===== src/rtl/branch_redirect_ctrl.sv =====
// rtl/branch_redirect_ctrl.sv - EX-stage branch resolution, PC redirect handshake and flush sequencer
module branch_redirect_ctrl #(
  parameter int AWIDTH       = 32,
  parameter int FLUSH_CYCLES = 2,
  parameter int CNT_WIDTH    = 16
) (
  input  logic                 clk,
  input  logic                 rst_n,
  input  logic                 valid_i,
  input  logic                 stall_i,
  input  logic [6:0]           opcode_i,
  input  logic [2:0]           funct3_i,
  input  logic                 breq_i,
  input  logic                 brlt_i,
  input  logic [AWIDTH-1:0]    target_i,
  input  logic                 redirect_ready_i,
  output logic                 redirect_valid_o,
  output logic [AWIDTH-1:0]    redirect_pc_o,
  output logic                 flush_o,
  output logic                 busy_o,
  output logic                 taken_o,
  output logic                 misaligned_o,
  output logic                 illegal_o,
  output logic [CNT_WIDTH-1:0] branch_count_o,
  output logic [CNT_WIDTH-1:0] taken_count_o
);

  localparam logic [6:0] OP_BRANCH = 7'b1100011;
  localparam logic [6:0] OP_JAL    = 7'b1101111;
  localparam logic [6:0] OP_JALR   = 7'b1100111;

  // Flush counter must hold FLUSH_CYCLES itself.
  localparam int FCW = (FLUSH_CYCLES < 2) ? 1 : $clog2(FLUSH_CYCLES + 1);

  typedef enum logic [1:0] {
    S_IDLE     = 2'd0,
    S_REDIRECT = 2'd1,
    S_FLUSH    = 2'd2
  } state_t;

  state_t                state_q, state_d;
  logic [AWIDTH-1:0]     redirect_pc_q, redirect_pc_d;
  logic [FCW-1:0]        flush_cnt_q, flush_cnt_d;
  logic                  taken_q, taken_d;
  logic                  misaligned_q, misaligned_d;
  logic                  illegal_q, illegal_d;
  logic [CNT_WIDTH-1:0]  branch_cnt_q, branch_cnt_d;
  logic [CNT_WIDTH-1:0]  taken_cnt_q, taken_cnt_d;

  logic                  is_branch;
  logic                  is_jal;
  logic                  is_jalr;
  logic                  is_xfer;
  logic                  illegal_f3;
  logic                  cond_taken;
  logic                  xfer_taken;
  logic                  accept;
  logic [AWIDTH-1:0]     final_tgt;
  logic                  tgt_misaligned;

  // Decode the EX instruction and resolve direction and target.
  always_comb begin
    is_branch  = (opcode_i == OP_BRANCH);
    is_jal     = (opcode_i == OP_JAL);
    is_jalr    = (opcode_i == OP_JALR);
    is_xfer    = is_branch | is_jal | is_jalr;
    illegal_f3 = is_branch & (funct3_i[2:1] == 2'b01);
    cond_taken = 1'b0;
    case (funct3_i)
      3'b000:  cond_taken = breq_i;
      3'b001:  cond_taken = ~breq_i;
      3'b100:  cond_taken = brlt_i;
      3'b101:  cond_taken = ~brlt_i;
      3'b110:  cond_taken = brlt_i;
      3'b111:  cond_taken = ~brlt_i;
      default: cond_taken = 1'b0;
    endcase
    xfer_taken     = is_jal | is_jalr | (is_branch & cond_taken);
    final_tgt      = is_jalr ? {target_i[AWIDTH-1:1], 1'b0} : target_i;
    tgt_misaligned = final_tgt[1];
    // Wrong-path instructions behind a redirect are never accepted.
    accept         = (state_q == S_IDLE) & valid_i & ~stall_i & is_xfer;
  end

  // Next-state logic for the redirect/flush sequencer and result pulses.
  always_comb begin
    state_d       = state_q;
    redirect_pc_d = redirect_pc_q;
    flush_cnt_d   = flush_cnt_q;
    taken_d       = 1'b0;
    misaligned_d  = 1'b0;
    illegal_d     = 1'b0;
    case (state_q)
      S_IDLE: begin
        if (accept) begin
          taken_d      = xfer_taken;
          misaligned_d = xfer_taken & tgt_misaligned;
          illegal_d    = illegal_f3;
          if (xfer_taken && !tgt_misaligned) begin
            state_d       = S_REDIRECT;
            redirect_pc_d = final_tgt;
          end
        end
      end
      S_REDIRECT: begin
        if (redirect_ready_i) begin
          state_d     = S_FLUSH;
          flush_cnt_d = FCW'(FLUSH_CYCLES);
        end
      end
      S_FLUSH: begin
        if (flush_cnt_q <= FCW'(1)) begin
          state_d     = S_IDLE;
          flush_cnt_d = '0;
        end else begin
          flush_cnt_d = flush_cnt_q - FCW'(1);
        end
      end
      default: begin
        state_d     = S_IDLE;
        flush_cnt_d = '0;
      end
    endcase
  end

  // Saturating statistics counters.
  always_comb begin
    branch_cnt_d = branch_cnt_q;
    taken_cnt_d  = taken_cnt_q;
    if (accept && !(&branch_cnt_q)) begin
      branch_cnt_d = branch_cnt_q + CNT_WIDTH'(1);
    end
    if (accept && xfer_taken && !(&taken_cnt_q)) begin
      taken_cnt_d = taken_cnt_q + CNT_WIDTH'(1);
    end
  end

  // State and output registers; reset aborts any redirect in flight.
  always_ff @(posedge clk or negedge rst_n) begin
    if (!rst_n) begin
      state_q       <= S_IDLE;
      redirect_pc_q <= '0;
      flush_cnt_q   <= '0;
      taken_q       <= 1'b0;
      misaligned_q  <= 1'b0;
      illegal_q     <= 1'b0;
      branch_cnt_q  <= '0;
      taken_cnt_q   <= '0;
    end else begin
      state_q       <= state_d;
      redirect_pc_q <= redirect_pc_d;
      flush_cnt_q   <= flush_cnt_d;
      taken_q       <= taken_d;
      misaligned_q  <= misaligned_d;
      illegal_q     <= illegal_d;
      branch_cnt_q  <= branch_cnt_d;
      taken_cnt_q   <= taken_cnt_d;
    end
  end

  assign redirect_valid_o = (state_q == S_REDIRECT);
  assign redirect_pc_o    = redirect_pc_q;
  assign flush_o          = (state_q != S_IDLE);
  assign busy_o           = (state_q != S_IDLE);
  assign taken_o          = taken_q;
  assign misaligned_o     = misaligned_q;
  assign illegal_o        = illegal_q;
  assign branch_count_o   = branch_cnt_q;
  assign taken_count_o    = taken_cnt_q;

endmodule

===== config.mk =====
export PLATFORM = sky130hd
export DESIGN_NAME = branch_redirect_ctrl
export DESIGN_NICKNAME = d
export VERILOG_FILES = /design/src/rtl/branch_redirect_ctrl.sv
export SDC_FILE = /design/constraint.sdc
export NUM_CORES = 1
export LEC_CHECK = 0
export ABC_AREA = 0
export CELL_PAD_IN_SITES_DETAIL_PLACEMENT = 0
export CELL_PAD_IN_SITES_GLOBAL_PLACEMENT = 1
export CORE_MARGIN = 1.5
export CORE_UTILIZATION = 36
export CTS_CLUSTER_SIZE = 20
export DETAILED_ROUTE_END_ITERATION = 10
export PLACE_DENSITY_LB_ADDON = 0.1
export SYNTH_ARGS = -nofsm -noshare
export SYNTH_HDL_FRONTEND = slang
export SYNTH_SLANG_ARGS = --single-unit
export TNS_END_PERCENT = 10

===== constraint.sdc =====
create_clock -name clk -period 5.32 [get_ports clk]
set_clock_uncertainty 0.1 [all_clocks]
set_input_delay 1.33 -clock clk [delete_from_list [all_inputs] [get_ports clk]]
set_output_delay 1.33 -clock clk [all_outputs]
set_load 0.01 [all_outputs]

Word level (Yosys, flattened, before mapping)
Index checks and enable logic that the tools add are counted.

Add/sub/neg operators: 3. Order comparisons: 1. Equality and inequality tests: 15. Mux-type cells: 15. Bitwise logic cells: 14. Reduce and logical (&&, ||, !) cells: 17.

Operator list (count): adder 16 x 1 -> 16 bit (second input constant) (2); AND reduction 16 bit (2); equality test 7 bit (second input constant) (3); equality test 3 bit (second input constant) (4); one-hot mux 2 bit (3 select lines) (2); 2-to-1 mux 2 bit (5); 2-to-1 mux 1 bit (7); bitwise AND 1 bit (6); != test 2 bit (second input constant) (3); equality test 2 x 1 -> 1 bit (second input constant) (2); logical AND 1 bit (4); inverter 1 bit (4); OR 1 bit (4); one-hot mux 1 bit (4 select lines) (1); AND reduction 4 bit (1); OR reduction 2 bit (2); equality test 3 x 1 -> 1 bit (second input constant) (1); logical NOT 1 bit (3); logical NOT 3 bit (1); AND reduction 3 bit (1); equality test 2 bit (second input constant) (1); <= comparator 2 x 1 -> 1 bit (second input constant) (1); logical NOT 2 bit (1); != test 2 x 1 -> 1 bit (second input constant) (1); 3 further kinds (3).

Register bits after elaboration: 71. Input bits: 49. Output and inout port bits: 70. Logic and storage cells: 73.

Logic depth before layout (Yosys ltp)
Gate-level depths: netlist of the first run.

Depth after elaboration: 9. Gate-level depth with buffers: 9. Depth with buffers taken out: 8.

Worst setup path before layout of the first run
Ideal clock, no wire load.

Kind: input port to flip-flop. Start: input opcode_i[4]. End: register redirect_pc_q[10] (netlist: redirect_pc_o[10]). Setup time: 0.125 ns. Data arrival time: 2.611 ns. Data required time: 5.095 ns. Setup slack: 2.484 ns. Stages: 6. Buffers on the path: 2. Cell sequence: and4b_1 and3_2 o311a_1 buf_2 buf_2 mux2_2.

Word-level cells in the longest chain between the ends: 5. Elaborated cells on any way between the ends: 11. Those cells by class: 3 x eq/ne; 6 x bitwise; 2 x reduce/logical.

RTL lines: start: declaration (line 11) `input logic [6:0] opcode_i,`; equality test 7 bit (on tied branches) (line 63, 64, 65); OR 1 bit (tied with other cells) (line 66) `is_xfer = is_branch | is_jal | is_jalr;`; OR 1 bit (on tied branches) (line 66, 78); bitwise AND 1 bit or logical AND 1 bit (tied branches) (line 82, 99); AND reduction 3 bit (no source line) *; end signal: assignment (line 151) `redirect_pc_q <= redirect_pc_d;`; end: declaration (line 42) `logic [AWIDTH-1:0] redirect_pc_q, redirect_pc_d;`.

Every way passes the cells marked *; elsewhere a longest branch is shown, timed or not. A chain may end at the register's enable or synchronous reset.

Worst setup path after layout of the first run
Start: input opcode_i[5]. End: register branch_cnt_q[1] (netlist: branch_count_o[1]).

Word-level cells in the longest chain between the ends: 5. Elaborated cells on any way between the ends: 7. Those cells by class: 3 x eq/ne; 3 x bitwise; 1 x reduce/logical.

RTL lines: equality test 7 bit (on tied branches) (line 63, 64); OR 1 bit (line 66); OR 1 bit * (line 66); bitwise AND 1 bit * (line 82) `accept = (state_q == S_IDLE) & valid_i & ~stall_i & is_xfer;`; logical AND 1 bit * (line 130) `if (accept && !(&branch_cnt_q)) begin`; end signal: assignment (line 156) `branch_cnt_q <= branch_cnt_d;`; end: declaration (line 47) `logic [CNT_WIDTH-1:0] branch_cnt_q, branch_cnt_d;`.

Marked as above.

==> results of run 1 <==
-- flip-flops by register name, summed over array words and instances (netlist names) --
name            flops
misaligned_o        1
illegal_o           1
redirect_pc_o      32
flush_cnt_q         2
taken_count_o      16
branch_count_o     16
state_q             2
taken_o             1
-- worst max-delay path: cells and delay by family --
family	cells	cell delay (ns)
AO/OA/AOI/OAI	1	0.78
buffers and inverters	1	0.45
multiplexers	1	0.42
AND/OR/NAND/NOR	3	0.53
-- kinds of logic after synthesis --
| family | share of synthesized area [%] |
|---|---|
| flops | 56.9 |
| mux | 11.2 |
| simple gates | 15.2 |
| fa+ha+maj | 2.00 |
| compound gates | 3.65 |
| buf+inv | 2.64 |
| xor+xnor | 8.41 |
-- synthesized netlist by cell type, drive strengths merged, types with 2 or more instances --
master	number	share of area, %
a21oi	5	0.80
a31oi	3	0.60
and2	3	0.68
and3	6	1.2
and4	5	1.5
buf	8	1.9
dfrtp	71	57
ha	5	2.0
inv	6	0.72
mux2	31	11
nand2	20	2.5
nand2b	2	0.40
nand3	14	2.4
nand4	11	2.9
nor2	6	0.72
nor2b	3	0.60
nor3	3	0.48
nor4	4	1.0
o21ai	3	0.48
xnor2	23	6.5
xor2	7	2.0
-- layer usage --
metal	vias up	global-route usage, %	share of wire, %
met1	1101	20.6	46
met4	0	6.62	1.3
met3	7	4.90	7.9
met2	74	24.2	45
met5	-	0	0
li1	1125	-	-
-- report_power, final --
group	switching [mW]	internal (mW)	leakage, nW
clock network	0.201	0.313	0.114
logic	0.0696	0.102	0.972
registers	0.0165	0.563	0.980
total	0.287	0.978	2.07
-- layout make-up --
type | count | area, um2 | area share (%)
well taps | 105 | 131 | 2.84
clock inverters | 5 | 106 | 2.30
flip-flops and latches | 71 | 1780 | 38.4
inverters | 6 | 22.5 | 0.487
clock buffers | 11 | 131 | 2.84
repair buffers | 120 | 1190 | 25.8
multi-input cells | 163 | 1260 | 27.3
-- final timing paths --
kind	cells past startpoint	startpoint	slack (ns)	end
setup / recovery	6	opcode_i[5]	1.94	branch_count_o[1]
hold / removal	1	flush_cnt_q[0]	0.39	flush_cnt_q[0]
setup reg to reg	7	state_q[1]	2.68	branch_count_o[1]
hold reg to reg	1	flush_cnt_q[0]	0.39	flush_cnt_q[0]
max in group asynchronous	2	rst_n	3.18	taken_count_o[15]
min in group asynchronous	1	rst_n	0.97	redirect_pc_o[21]
==> results.md, run 1 <==
| Step | Metric | Value |
|:---|:---|:---|
| flow run | Max cap viols | 0 |
| global route | Antenna violations before repair | 0 |
| route | First-pass iteration count of the detailed router | 4 |
| sta | Max Slew Vio Count | 0 |
| sta | RSZ-0062 raised after global routing | no |
| floorplanning | Placeable core region | 8300 um2 |
| cts | CTS H-tree lvls | 3 |
| finish | Antenna diode instance count | 0 |
| worst setup path | Critical Path AT | 3.51 ns |
| route | Number of vias in the routed layout | 2,307 |
| sta | Least setup slack across all paths after layout | 1.94 ns |
| sta | Setup Viol. Count Final | 0 |
| route | Initial DRC Count | 71 |
| worst setup path | Max Fanout on Critical Path | 12 |
| cts | Number of buffers created by CTS | 9 |
| sta | Maximum frequency from static timing analysis | 295 MHz |
| global route | Remaining global-route overflow | 0 |
| sta | Period minus WS final | 3.38 ns |
| worst setup path | Startpoint Class | input port |
| place | Worst slack, placed | 1.51 ns |
| route | # DRC | 0 |
| floorplanning | Std cell rows | 33 |
| worst setup path | Maximum single-stage delay on the critical path | 0.78 ns |
| worst hold path | Class of the tightest hold or removal check | reg2reg |
| floorplanning | DIE AREA | 9240 um2 |
| power and ir drop | Total power of the final layout | 1.27 mW |
| floorplanning | Number of top-level design ports | 119 |
| cts | Root cell of the clock tree | sky130_fd_sc_hd__clkbuf_8 |
| cts | CTS Hold Buffers Added | 0 |
| finish | Relative area change from synthesis to final layout | 48.0% |
| cts | TritonCTS clock tree | done |
| route | Detailed-route wire length | 7.14 mm |
| finish | Highest-count cells in the layout ignoring fill and taps | sky130_fd_sc_hd__clkdlybuf4s50_1 (117), sky130_fd_sc_hd__dfrtp_1 (71), sky130_fd_sc_hd__mux2_2 (31), sky130_fd_sc_hd__xnor2_1 (23), sky130_fd_sc_hd__nand2_1 (19) |
| power and ir drop | LEAKAGE | 2.07 nW |
| synthesis | Warning count from the yosys run | 0 |
| global route | Largest net degree at the start of global routing | 39 |
| floorplanning | Initial cell density of the core | 37.6% |
| place | Sum of net half-perimeters after detailed placement | 5.06 mm |
| finish | Post-layout nets | 425 |
| floorplanning | Die X | 96.1 um |
| global route | All-layer global routing usage | 15.8% |
| finish | Number of fillers in the final layout | 747 |
| global route | Vias in the first global route | 2,267 |
| worst setup path | Standard cell with the maximum stage delay on the critical path | sky130_fd_sc_hd__a31oi_1 |
| sta | Aggregate negative setup slack | 0 ns |
| cts | Clock Pin Slew Worst Setup and Hold Paths | 0.07 ns |
| synthesis | Synth Flop Type | sky130_fd_sc_hd__dfrtp_1 |
| cts | Number of cells upsized or downsized after cts | 0 |
| synthesis | Post-Syn Area | 3120 um2 |
| synthesis | Number of synthesized flops with an enable pin | 0 |
| synthesis | Cells after synthesis | 248 |
| synthesis | Asr flop ratio synth | 100% |
| finish | Final Instance Count excl. Fillers | 481 |
| synthesis | Mean cell area of the mapped netlist | 12.6 um2 |
| worst setup path | WS Path Type | in2reg |
| worst setup path | Required time of the worst setup path | 5.45 ns |
| sta | Slew at the pin closest to its max-slew limit | 1.06 ns |
| cts | Max clock buf depth | 2 |
| place | IO buf count | 118 |
| synthesis | Portion of the post-synthesis area used by sequential elements | 56.9% |
| sta | Max-Slew Margin vs Limit | 28.9% |
| worst setup path | Setup crit end kind | register |
| place | Placed cell count | 465 |
| finish | Layout cell share with drive strength beyond 1 | 15.2% |
| synthesis | Post-Synthesis Net Count | 302 |
| cts | Post-CTS Setup Repair Bufs | 0 |
| power and ir drop | PwrDens | 274 nW/um2 |
| finish | Most common cell after layout, fill and taps aside | sky130_fd_sc_hd__clkdlybuf4s50_1 |
| route | Post-DR wirelength/cell | 14.8 um |
| cts | Clock Sinks | 71 |
| route | Number of nets still failing antenna checks after routing | 0 |
| synthesis | Number of storage elements in the synthesis netlist | 71 |
| synthesis | Cell variety after synth | 40 |
| global route | First-pass GRT wire length | 10.9 mm |
| cts | Clock insertion delay at the later pin of the skew report | 0.34 ns |
| place | Placed Area | 4390 um2 |
| floorplanning | Die height | 96.1 um |
| route | Drt via density | 4.80 |
| place | Weighted congestion at the end of routability-driven global placement | 0.674 |
| sta | Final Hold Fails | 0 |
| finish | Final instance area | 4620 um2 |
| outcome | Status | finished clean |
| sta | Share of the clock period used by the worst path after layout | 63.6% |
| finish | Util after Layout | 55.7% |
| sta | Post-route worst hold slack | 0.392 ns |
| power and ir drop | Maximum VDD drop | 0.139 mV |
| worst setup path | List of cells traversed by the critical path | clkdlybuf4s50_1 > and4b_1 > and3_2 > nand2_1 > a31oi_1 > mux2_2 |
No activity file was read; power rests on OpenSTA's default activity.
==> run 2: changes to the inputs <==
CORE_UTILIZATION = 31   (was 36)
clock period = 2.85 ns   (was 5.32 ns; I/O delays follow)
==> results.md, run 2 (synthesis gave the netlist of run 1 again) <==
| Step | Metric | Value | Delta |
|:---|:---|:---|:---|
| power and ir drop | Design internal power | 1.78 mW | was 978 uW |
| cts | Clock insertion delay at the later pin of the skew report | 0.34 ns | about the same |
| worst setup path | Startpoint Class | register | was input port |
| sta | Share of the clock period used by the worst path after layout | 86.4% |  |
| sta | Post-route worst hold slack | 0.367 ns | was 0.392 ns |
| route | Initial DRC Count | 32 | was 71 |
| sta | Final Hold Fails | 0 | unchanged |
| worst setup path | FF-to-FF Start | state_q[1] | unchanged |
| cts | Root cell of the clock tree | sky130_fd_sc_hd__clkbuf_8 | unchanged |
| finish | Most common cell after layout, fill and taps aside | sky130_fd_sc_hd__clkdlybuf4s50_1 | unchanged |
| global route | Most Used Layer, Global Route | met2 | unchanged |
| outcome | Status | finished clean | unchanged |
| sta | Max Slew Vio Count | 0 | unchanged |
| sta | Maximum frequency from static timing analysis | 406 MHz |  |
| cts | CTS H-tree lvls | 3 | unchanged |
| cts | Clock Sinks | 71 | unchanged |
| global route | GR met2 Demand/Resource | 21.3% | was 24.2% |
| power and ir drop | Maximum VDD drop | 0.185 mV | was 0.139 mV |
| place | IO buf count | 118 | unchanged |
| cts | TritonCTS clock tree | done | unchanged |
| finish | Antenna diode instance count | 0 | unchanged |
| cts | CTS Hold Buffers Added | 0 | unchanged |
| worst setup path | Required time of the worst setup path | 2.04 ns | was 5.45 ns |
| power and ir drop | LEAKAGE | 2.07 nW | about the same |
| finish | Final instance area | 4670 um2 | was 4620 um2 |
| worst setup path | List of cells traversed by the critical path | inv_1 > ha_1 > inv_1 > clkdlybuf4s50_1 | was clkdlybuf4s50_1 > and4b_1 > and3_2 > nand2_1 > a31oi_1 > mux2_2 |
| floorplanning | Placeable core region | 9770 um2 | was 8300 um2 |
| global route | Remaining global-route overflow | 0 | unchanged |
| power and ir drop | Clock share of power | 39.8% | was 40.6% |
| floorplanning | Std cell rows | 36 | was 33 |
| sta | Slew at the pin closest to its max-slew limit | 0.906 ns | was 1.06 ns |
| worst setup path | Standard cell with the maximum stage delay on the critical path | sky130_fd_sc_hd__clkdlybuf4s50_1 | was sky130_fd_sc_hd__a31oi_1 |
| cts | Number of buffers created by CTS | 9 | unchanged |
| finish | Relative area change from synthesis to final layout | 49.4% | was 48.0% |
| power and ir drop | Switching pwr | 544 uW | was 287 uW |
| worst setup path | Setup crit end kind | output pin | was register |
| cts | Clock Pin Slew Worst Setup and Hold Paths | 0.08 ns | was 0.07 ns |
| global route | All-layer global routing usage | 14.2% | was 15.8% |
| place | Sum of net half-perimeters after detailed placement | 5.11 mm | was 5.06 mm |
| flow run | Max cap viols | 0 | unchanged |
| route | Number of vias in the routed layout | 2,330 | was 2,307 |
| cts | Max clock buf depth | 2 | unchanged |
| worst setup path | Max Fanout on Critical Path | 5 | was 12 |
| place | Weighted congestion at the end of routability-driven global placement | 0.716 | was 0.674 |
| global route | Antenna violations before repair | 0 | unchanged |
| sta | Aggregate negative setup slack | 0 ns | unchanged |
| route | Post-DR wirelength/cell | 14.2 um | was 14.8 um |
| floorplanning | Number of top-level design ports | 119 | unchanged |
| global route | Vias in the first global route | 2,310 | was 2,267 |
| route | # DRC | 0 | unchanged |
| cts | Post-CTS Setup Repair Bufs | 0 | unchanged |
| global route | Met1 track utilization from global routing | 18.8% | was 20.6% |
| worst hold path | Class of the tightest hold or removal check | in2async | was reg2reg |
| global route | Largest net degree at the start of global routing | 72 | was 39 |
| route | Detailed-route wire length | 7.23 mm | was 7.14 mm |
| worst setup path | Maximum single-stage delay on the critical path | 0.53 ns | was 0.78 ns |
| power and ir drop | Sequential power share | 46.5% | was 45.8% |
| sta | RSZ-0062 raised after global routing | no | unchanged |
| floorplanning | DIE AREA | 10,700 um2 | was 9240 um2 |
| power and ir drop | Portion of total power attributed to combinational logic | 13.8% | was 13.6% |
| sta | Period minus WS final | 2.46 ns |  |
| floorplanning | Die X | 103 um | was 96.1 um |
| finish | Highest-count cells in the layout ignoring fill and taps | sky130_fd_sc_hd__clkdlybuf4s50_1 (117), sky130_fd_sc_hd__dfrtp_1 (71), sky130_fd_sc_hd__mux2_2 (31), sky130_fd_sc_hd__xnor2_1 (23), sky130_fd_sc_hd__nand2_1 (19) | unchanged |
| finish | Max FFs per register | 32 | unchanged |
| floorplanning | Initial cell density of the core | 32.0% | was 37.6% |
| global route | First-pass GRT wire length | 11.3 mm | was 10.9 mm |
| route | Number of nets still failing antenna checks after routing | 0 | unchanged |
| route | Drt via density | 4.58 | was 4.80 |
| sta | Max-Slew Margin vs Limit | 39.6% | was 28.9% |
| global route | Met3 Resource Use GR | 4.91% | was 4.90% |
| place | Placed Area | 4440 um2 | was 4390 um2 |
| power and ir drop | Switching Fraction | 23.4% | was 22.7% |
| worst setup path | Critical Path AT | 1.65 ns | was 3.51 ns |
| power and ir drop | PwrDens | 498 nW/um2 | was 274 nW/um2 |
| worst setup path | Most repeated library cell on the critical path | sky130_fd_sc_hd__inv_1 |  |
| floorplanning | Die height | 103 um | was 96.1 um |
| cts | Number of cells upsized or downsized after cts | 0 | unchanged |
| worst setup path | Worst-case reg-to-reg path depth | 8 | was 7 |
| finish | Number of fillers in the final layout | 923 | was 747 |
| sta | Setup Viol. Count Final | 0 | unchanged |
| worst setup path | WS Path Type | reg2out | was in2reg |
| finish | Post-layout nets | 425 | unchanged |
| worst setup path | Critical register-to-register path endpoint | taken_count_o[15] | was branch_count_o[1] |
| worst setup path | Worst R2R Setup Slack | 0.66 ns | was 2.68 ns |
| route | First-pass iteration count of the detailed router | 4 | unchanged |
| power and ir drop | Total power of the final layout | 2.32 mW | was 1.27 mW |
| finish | Layout cell share with drive strength beyond 1 | 15.7% | was 15.2% |
## run 2: changes by cell type in the layout (fill, tap and decap cells not counted), sizes merged
cell	change
bufinv	-1
clkinvlp	+1
## run 2: power by group through the flow
stage | Combinational (mW) | Sequential [mW] | Clock, mW
2_1_floorplan | 0.108 | 1.12 | 0
3_3_place_gp | 0.325 | 1.10 | 0
3_5_place_dp | 0.326 | 1.10 | 0
4_1_cts | 0.327 | 1.08 | 0.959
5_1_grt | 0.357 | 1.09 | 0.997
6_report | 0.320 | 1.08 | 0.924
## run 2: final cells by class
type,count,area (um2),share of cell area [%]
Inverter,6,22.5,0.483
Clock buffer,11,151,3.24
Timing Repair Buffer,120,1210,25.8
Tap cell,133,166,3.57
Multi-Input combinational cell,163,1260,27.1
Sequential cell,71,1780,38.1
Clock inverter,5,80.1,1.72
## run 2: per-stage QoR
| stage | utilization, % | cells | setup WS (ns) |
|---|---|---|---|
| after floorplan | - | 248 | 0.632 |
| final | 47.7 | 509 | 0.388 |
| after CTS | 47.7 | 509 | 0.347 |
| after global routing | 47.7 | 509 | 0.268 |
| after global placement | 45.4 | 493 | 0.136 |
| after detailed placement | 45.4 | 493 | 0.119 |
## run 2: metal layers
layer / wire length (um) / up-vias
li1: - / 1124
met1: 3320 / 1127
met2: 3320 / 72
met3: 515 / 7
met4: 79 / 0
met5: 0 / -
## run 2: worst max-delay path by stage
stage | start | to | cells after the start
detailed placement | opcode_i[6] | taken_count_o[13] | 7
CTS | state_q[1] | flush_o | 4
floorplan | opcode_i[4] | redirect_pc_o[10] | 6
global placement | opcode_i[1] | taken_count_o[13] | 7
finish | state_q[1] | flush_o | 4
global route | state_q[1] | flush_o | 4
## run 2: worst max-delay path: cells and delay by family, from the launching register on
family / cells / cell delay [ns]
flip-flops: 1 / 0.38
buffers and inverters: 3 / 0.69
adder cells (fa/ha/maj): 1 / 0.23
==> run 3: changes to the inputs <==
SKIP_LAST_GASP = 1   (was default)
==> results of run 3 <==
Final layout, timing and power as in run 2 (identical DEF).
